**src/rtl/bus_pkg.sv**
```systemverilog
// Shared definitions for the two-master/two-slave bus and the DMA master:
// FSM encodings, slave address map and default bus widths.
package bus_pkg;

  localparam int ADDR_W_DEF = 8;
  localparam int DATA_W_DEF = 32;

  localparam logic [7:0] S0_BASE  = 8'h00;
  localparam logic [7:0] S1_BASE  = 8'h20;
  localparam logic [7:0] WIN_SIZE = 8'h20;

  localparam logic [2:0] ST_IDLE    = 3'd0;
  localparam logic [2:0] ST_REQ     = 3'd1;
  localparam logic [2:0] ST_RD_ADDR = 3'd2;
  localparam logic [2:0] ST_RD_WAIT = 3'd3;
  localparam logic [2:0] ST_WR      = 3'd4;
  localparam logic [2:0] ST_DONE    = 3'd5;

  typedef enum logic [2:0] {
    IDLE    = ST_IDLE,
    REQ     = ST_REQ,
    RD_ADDR = ST_RD_ADDR,
    RD_WAIT = ST_RD_WAIT,
    WR      = ST_WR,
    DONE    = ST_DONE
  } dma_state_e;

endpackage

```
**src/rtl/bus_dma_master.sv**
```systemverilog
// Bus-master block copy engine: reads words from src.., writes them to dst..,
// holding the bus request for the whole transfer and pulsing done at the end.
module bus_dma_master
  import bus_pkg::*;
#(
  parameter int ADDR_W     = ADDR_W_DEF,
  parameter int DATA_W     = DATA_W_DEF,
  parameter int RD_LATENCY = 1
) (
  input  logic              clk,
  input  logic              reset_n,
  input  logic              start,
  input  logic [ADDR_W-1:0] src_addr,
  input  logic [ADDR_W-1:0] dst_addr,
  input  logic [7:0]        length,
  output logic              busy,
  output logic              done,
  output logic              M_req,
  output logic              M_wr,
  output logic [ADDR_W-1:0] M_address,
  output logic [DATA_W-1:0] M_dout,
  input  logic              M_grant,
  input  logic [DATA_W-1:0] M_din
);

  dma_state_e        state_q, state_d;
  logic [ADDR_W-1:0] src_q, src_d, dst_q, dst_d;
  logic [7:0]        len_q, len_d, idx_q, idx_d;
  logic [1:0]        lat_q, lat_d;
  logic [DATA_W-1:0] data_q, data_d;
  logic              busy_q, busy_d, done_q, done_d, req_q, req_d, wr_q, wr_d;
  logic [ADDR_W-1:0] addr_q, addr_d;
  logic [DATA_W-1:0] dout_q, dout_d;

  always_ff @(posedge clk) begin
    if (!reset_n) begin
      state_q <= IDLE;
      src_q   <= '0;
      dst_q   <= '0;
      len_q   <= '0;
      idx_q   <= '0;
      lat_q   <= '0;
      data_q  <= '0;
      busy_q  <= 1'b0;
      done_q  <= 1'b0;
      req_q   <= 1'b0;
      wr_q    <= 1'b0;
      addr_q  <= '0;
      dout_q  <= '0;
    end else begin
      state_q <= state_d;
      src_q   <= src_d;
      dst_q   <= dst_d;
      len_q   <= len_d;
      idx_q   <= idx_d;
      lat_q   <= lat_d;
      data_q  <= data_d;
      busy_q  <= busy_d;
      done_q  <= done_d;
      req_q   <= req_d;
      wr_q    <= wr_d;
      addr_q  <= addr_d;
      dout_q  <= dout_d;
    end
  end

  always_comb begin
    state_d = state_q;
    src_d   = src_q;
    dst_d   = dst_q;
    len_d   = len_q;
    idx_d   = idx_q;
    lat_d   = lat_q;
    data_d  = data_q;

    case (state_q)
      IDLE: begin
        if (start) begin
          if (length != 8'd0) begin
            src_d   = src_addr;
            dst_d   = dst_addr;
            len_d   = length;
            idx_d   = 8'd0;
            state_d = REQ;
          end else begin
            state_d = DONE;
          end
        end
      end
      REQ: begin
        if (M_grant) state_d = RD_ADDR;
      end
      RD_ADDR: begin
        if (M_grant) begin
          lat_d   = 2'(RD_LATENCY);
          state_d = RD_WAIT;
        end
      end
      RD_WAIT: begin
        // Losing the bus mid-read invalidates the pending data; reissue the same word.
        if (!M_grant) begin
          state_d = RD_ADDR;
        end else if (lat_q == 2'd1) begin
          data_d  = M_din;
          state_d = WR;
        end else begin
          lat_d = lat_q - 2'd1;
        end
      end
      WR: begin
        if (M_grant) begin
          idx_d   = idx_q + 8'd1;
          state_d = (idx_q + 8'd1 == len_q) ? DONE : RD_ADDR;
        end
      end
      DONE: begin
        state_d = IDLE;
      end
      default: begin
        state_d = IDLE;
      end
    endcase
  end

  // Outputs are registered copies of what the next state will drive.
  always_comb begin
    req_d  = (state_d == REQ) || (state_d == RD_ADDR) ||
             (state_d == RD_WAIT) || (state_d == WR);
    wr_d   = (state_d == WR);
    busy_d = (state_d != IDLE);
    done_d = (state_d == DONE);
    addr_d = '0;
    dout_d = '0;
    if (state_d == WR) begin
      addr_d = dst_d + ADDR_W'(idx_d);
      dout_d = data_d;
    end else if ((state_d == RD_ADDR) || (state_d == RD_WAIT)) begin
      addr_d = src_d + ADDR_W'(idx_d);
    end
  end

  assign busy      = busy_q;
  assign done      = done_q;
  assign M_req     = req_q;
  assign M_wr      = wr_q;
  assign M_address = addr_q;
  assign M_dout    = dout_q;

endmodule

```
**config.mk**
```make
export PLATFORM = sky130hd
export DESIGN_NAME = bus_dma_master
export DESIGN_NICKNAME = d
export VERILOG_FILES = /design/src/rtl/bus_pkg.sv /design/src/rtl/bus_dma_master.sv
export SDC_FILE = /design/constraint.sdc
export NUM_CORES = 1
export LEC_CHECK = 0
export ABC_AREA = 1
export ABC_CLOCK_PERIOD_IN_PS = 6300
export CAP_MARGIN = 20
export CORE_MARGIN = 5
export CORE_UTILIZATION = 50
export DETAILED_ROUTE_END_ITERATION = 8
export PLACE_DENSITY = 0.84
export SYNTH_ARGS = -nofsm -noshare
export SYNTH_HDL_FRONTEND = slang
export SYNTH_SLANG_ARGS = --single-unit
```
**constraint.sdc**
```tcl
create_clock -name clk -period 6.3 [get_ports clk]
set_clock_uncertainty 0.05 [all_clocks]
set_input_delay 1.575 -clock clk [delete_from_list [all_inputs] [get_ports clk]]
set_output_delay 1.575 -clock clk [all_outputs]
set_load 0.02 [all_outputs]
```
==> results_dict.tcl <==
set metrics [dict create \
    ctsHtreeMaxLevel 4 \
    p_sw_share_pct 25.2 \
    p_comb_share_pct 10.9 \
    drt_iter0_markers 306 \
    cp_slowest_cell "clkdlybuf4s50_1" \
    pwr-share-clk_pct 50.5 \
    synth_ff_type "dfxtp_1" \
    nFillCells 773 \
    timing.hold.ws_ns 0.427 \
    syn_inst 615 \
    die_w_um 111 \
    antenna_found_initial 0 \
    fin_nets 797 \
    path_max_fanout 21 \
    tightest_slew_ns 0.923 \
    antenna_cells 0 \
    ant_nets 0 \
    top_layer "met4" \
    vias 4424 \
    setup_viol 0 \
    powerDensity_mw_per_mm2 282 \
    initial_core_util_pct 50.5 \
    die_h_um 111 \
    wl_met1_um 5180 \
    io_pins 104 \
    finalHoldViolations 0 \
    core-area_mm2 0.0101 \
    clk_pin_slew_worst_paths_ns 0.06 \
    slew_violations 0 \
    rsz0062_at_grt "no" \
    yosysSeqAreaShare_pct 44.2 \
    path_cells "clkdlybuf4s50_1 -> nor2_1 -> nand2_1 -> nor2_1 -> nor2_1 -> buf_4 -> or2_2 -> o21ai_0 -> inv_1 -> ha_1 -> fa_1 -> nand3_1 -> nand2_1 -> nand2_1 -> nand2_1 -> a21oi_1 -> xnor2_1 -> nand2_1 -> nand2_1 -> inv_1 -> nor2_1" \
    ff2ff_setup_slack_ns 2.85 \
    wl_um 12600 \
    fin_setup_tns_ns 0 \
    crit_family "simple AND/OR/NAND/NOR gates" \
    drive_gt1_share_pct 13.9 \
    synth_async_sr_flop_share_pct 0 \
    ir_worst_vdd_mv 0.194 \
    critPathCaptureType "flip-flop" \
    worstSetupStartpointType "primary input" \
    holdPathStages 2 \
    required_ns 6.69 \
    crit_buf_inv 4 \
    cts_buffers 17 \
    tritoncts "done" \
    grt_start_max_net_pins 49 \
    drc 0 \
    p_leak_nw 2.77 \
    clockRootBuffer "clkbuf_8" \
    cts_max_path_buffers 2 \
    syn_area_per_cell_um2 8.33 \
    hpwl_um 9100 \
    yosysMostFrequentCell "dfxtp_1" \
    cts-resized-gates 0 \
    synth_top_area_cell "dfxtp_1" \
    dieArea_mm2 0.0124 \
    grt_overflow 0 \
    cpMostUsedCell "nand2_1" \
    finalCritPeriodShare_pct 68.5 \
    wl_per_cell_um 14.5 \
    crit_arrival_ns 4.71 \
    num_rows 37 \
    fin_crit_ns 4.32 \
    synth.area.top_cells "dfxtp_1, nor2_1, nand2_1" \
    outcome "finished clean" \
    cts_sinks 113 \
    grt_usage_pct 20.9 \
    fmax_ghz 0.232 \
    clk_latency_ns 0.50 \
    yosysTopAreaCellShare_pct 44.2 \
    first_pass_iters 5 \
    cts_setup_buffers 0 \
    synth-seq-cells 113 \
    max_stage_delay_ns 0.43 \
    grt_pass1_wl_um 21100 \
    maxCapViolCount 0 \
    wl_met3_um 744 \
    synthTopCellsByCount "dfxtp_1, nor2_1, nand2_1" \
    power_frac_seq_pct 38.6 \
    met2_length_um 6360 \
    internal_power_mw 1.44 \
    crit_type "in2reg" \
    synth_edf_count 0 \
    maxSlewHeadroom_pct 38.2 \
    ys_types 40 \
    synth_warnings 0 \
    worst_hold_path_type "reg2reg" \
    place.port_buffers 103 \
    area_growth_pct 33.7 \
    place.gp.congestion 0.903 \
    hold_buffers 0 \
    ff2ff_path_depth 16 \
    p_switching_mw 0.487 \
    path_depth 21 \
    synth_nets 693 \
    grt_pass1_vias 4520 \
    viasPerCell 5.10 \
    syn-cell-area_mm2 0.00512 \
]
layout by cell type, fill, tap and decap left out, types with 8 or more instances in the layout:
cell type	netlist	layout
nor2_1	101	101
nand4_1	9	9
a21oi_1	30	30
nor2_4	24	25
clkbuf_16	0	16
xor2_1	8	8
or2_2	14	14
nand2_1	81	81
nand3_1	23	23
dfxtp_1	113	113
clkdlybuf4s50_1	0	103
nor3_2	10	10
o21ai_0	40	40
inv_1	57	57
ha_1	16	16
mux2i_1	22	22
routing by layer:
metal | track usage [%] | vias to the layer above
met1 | 24.8 | 2043
met3 | 5.90 | 29
met5 | 0 | -
li1 | - | 2190
met4 | 7.38 | 0
met2 | 35.9 | 162
power by group through the flow:
stage | Sequential (mW) | Clock (mW) | Combinational, mW
after floorplan | 0.762 | 0 | 0.123
after CTS | 0.744 | 0.988 | 0.210
after global placement | 0.759 | 0 | 0.202
after global routing | 0.746 | 1.03 | 0.233
after detailed placement | 0.759 | 0 | 0.206
final | 0.744 | 0.974 | 0.210
worst register-to-register path: stages (launching register included):
cell and delay, ns:
dfxtp_1 0.35, inv_2 0.11, nand2_1 0.10, nor2_1 0.30, nand2_1 0.36, a211oi_1 0.64
ha_1 0.39, a21oi_1 0.16, o21ai_0 0.12, a21o_1 0.19, xor2_1 0.17, xnor2_1 0.13
inv_1 0.05, nand2_1 0.06, nand2_1 0.05, inv_1 0.07, nor2_1 0.04
kinds of logic (layout without fill, tap and decap cells):
logic type | Yosys count | count (layout) | synth area share, %
and+or+nand+nor | 279 | 279 | 28.5
DFF | 113 | 113 | 44.2
adders and majority gates | 18 | 18 | 4.69
xor gates and xnor gates | 15 | 15 | 2.57
AOI/OAI and AO/OA | 82 | 82 | 8.48
muxes | 22 | 22 | 4.30
buffers and inverters | 86 | 203 | 7.23
area by class of cell:
class,instances,area [µm²],area share (%)
well taps,136,170,2.49
inverters,64,245,3.58
clock inverters,15,198,2.89
multi-input cells,416,2490,36.4
clock buffers,17,414,6.05
repair buffers,107,1060,15.5
flip-flops and latches,113,2260,33.1
flip-flops by register name, indices dropped and copies added, names as in the netlist:
signal / cells
state_q: 3
lat_q: 2
src_q: 8
M_req: 1
idx_q: 8
done: 1
len_q: 8
dst_q: 8
data_q: 32
busy: 1
M_wr: 1
M_dout: 32
M_address: 8
stage by stage:
stage / power [mW] / std cells / area [µm²] / worst slack, ns / util (%)
2_1_floorplan: 0.885 / 615 / 5120 / 2.10 / -
5_1_grt: 2.01 / 868 / 6840 / 1.72 / 67.5
4_1_cts: 1.94 / 868 / 6840 / 2.01 / 67.5
3_5_place_dp: 0.965 / 836 / 6230 / 1.51 / 61.5
3_3_place_gp: 0.960 / 836 / 6230 / 1.60 / 61.5
6_report: 1.93 / 868 / 6840 / 1.98 / 67.5
worst paths after layout:
| path | to | start |
|---|---|---|
| setup reg to reg | M_address[7]$_SDFF_PN0_ | state_q[0]$_SDFF_PN0_ |
| hold / removal | len_q[6]$_SDFFE_PN0P_ | len_q[6]$_SDFFE_PN0P_ |
| hold reg to reg | len_q[6]$_SDFFE_PN0P_ | len_q[6]$_SDFFE_PN0P_ |
| setup / recovery | M_address[6]$_SDFF_PN0_ | length[5] |
Note: power is estimated with default switching activity, not from simulation.
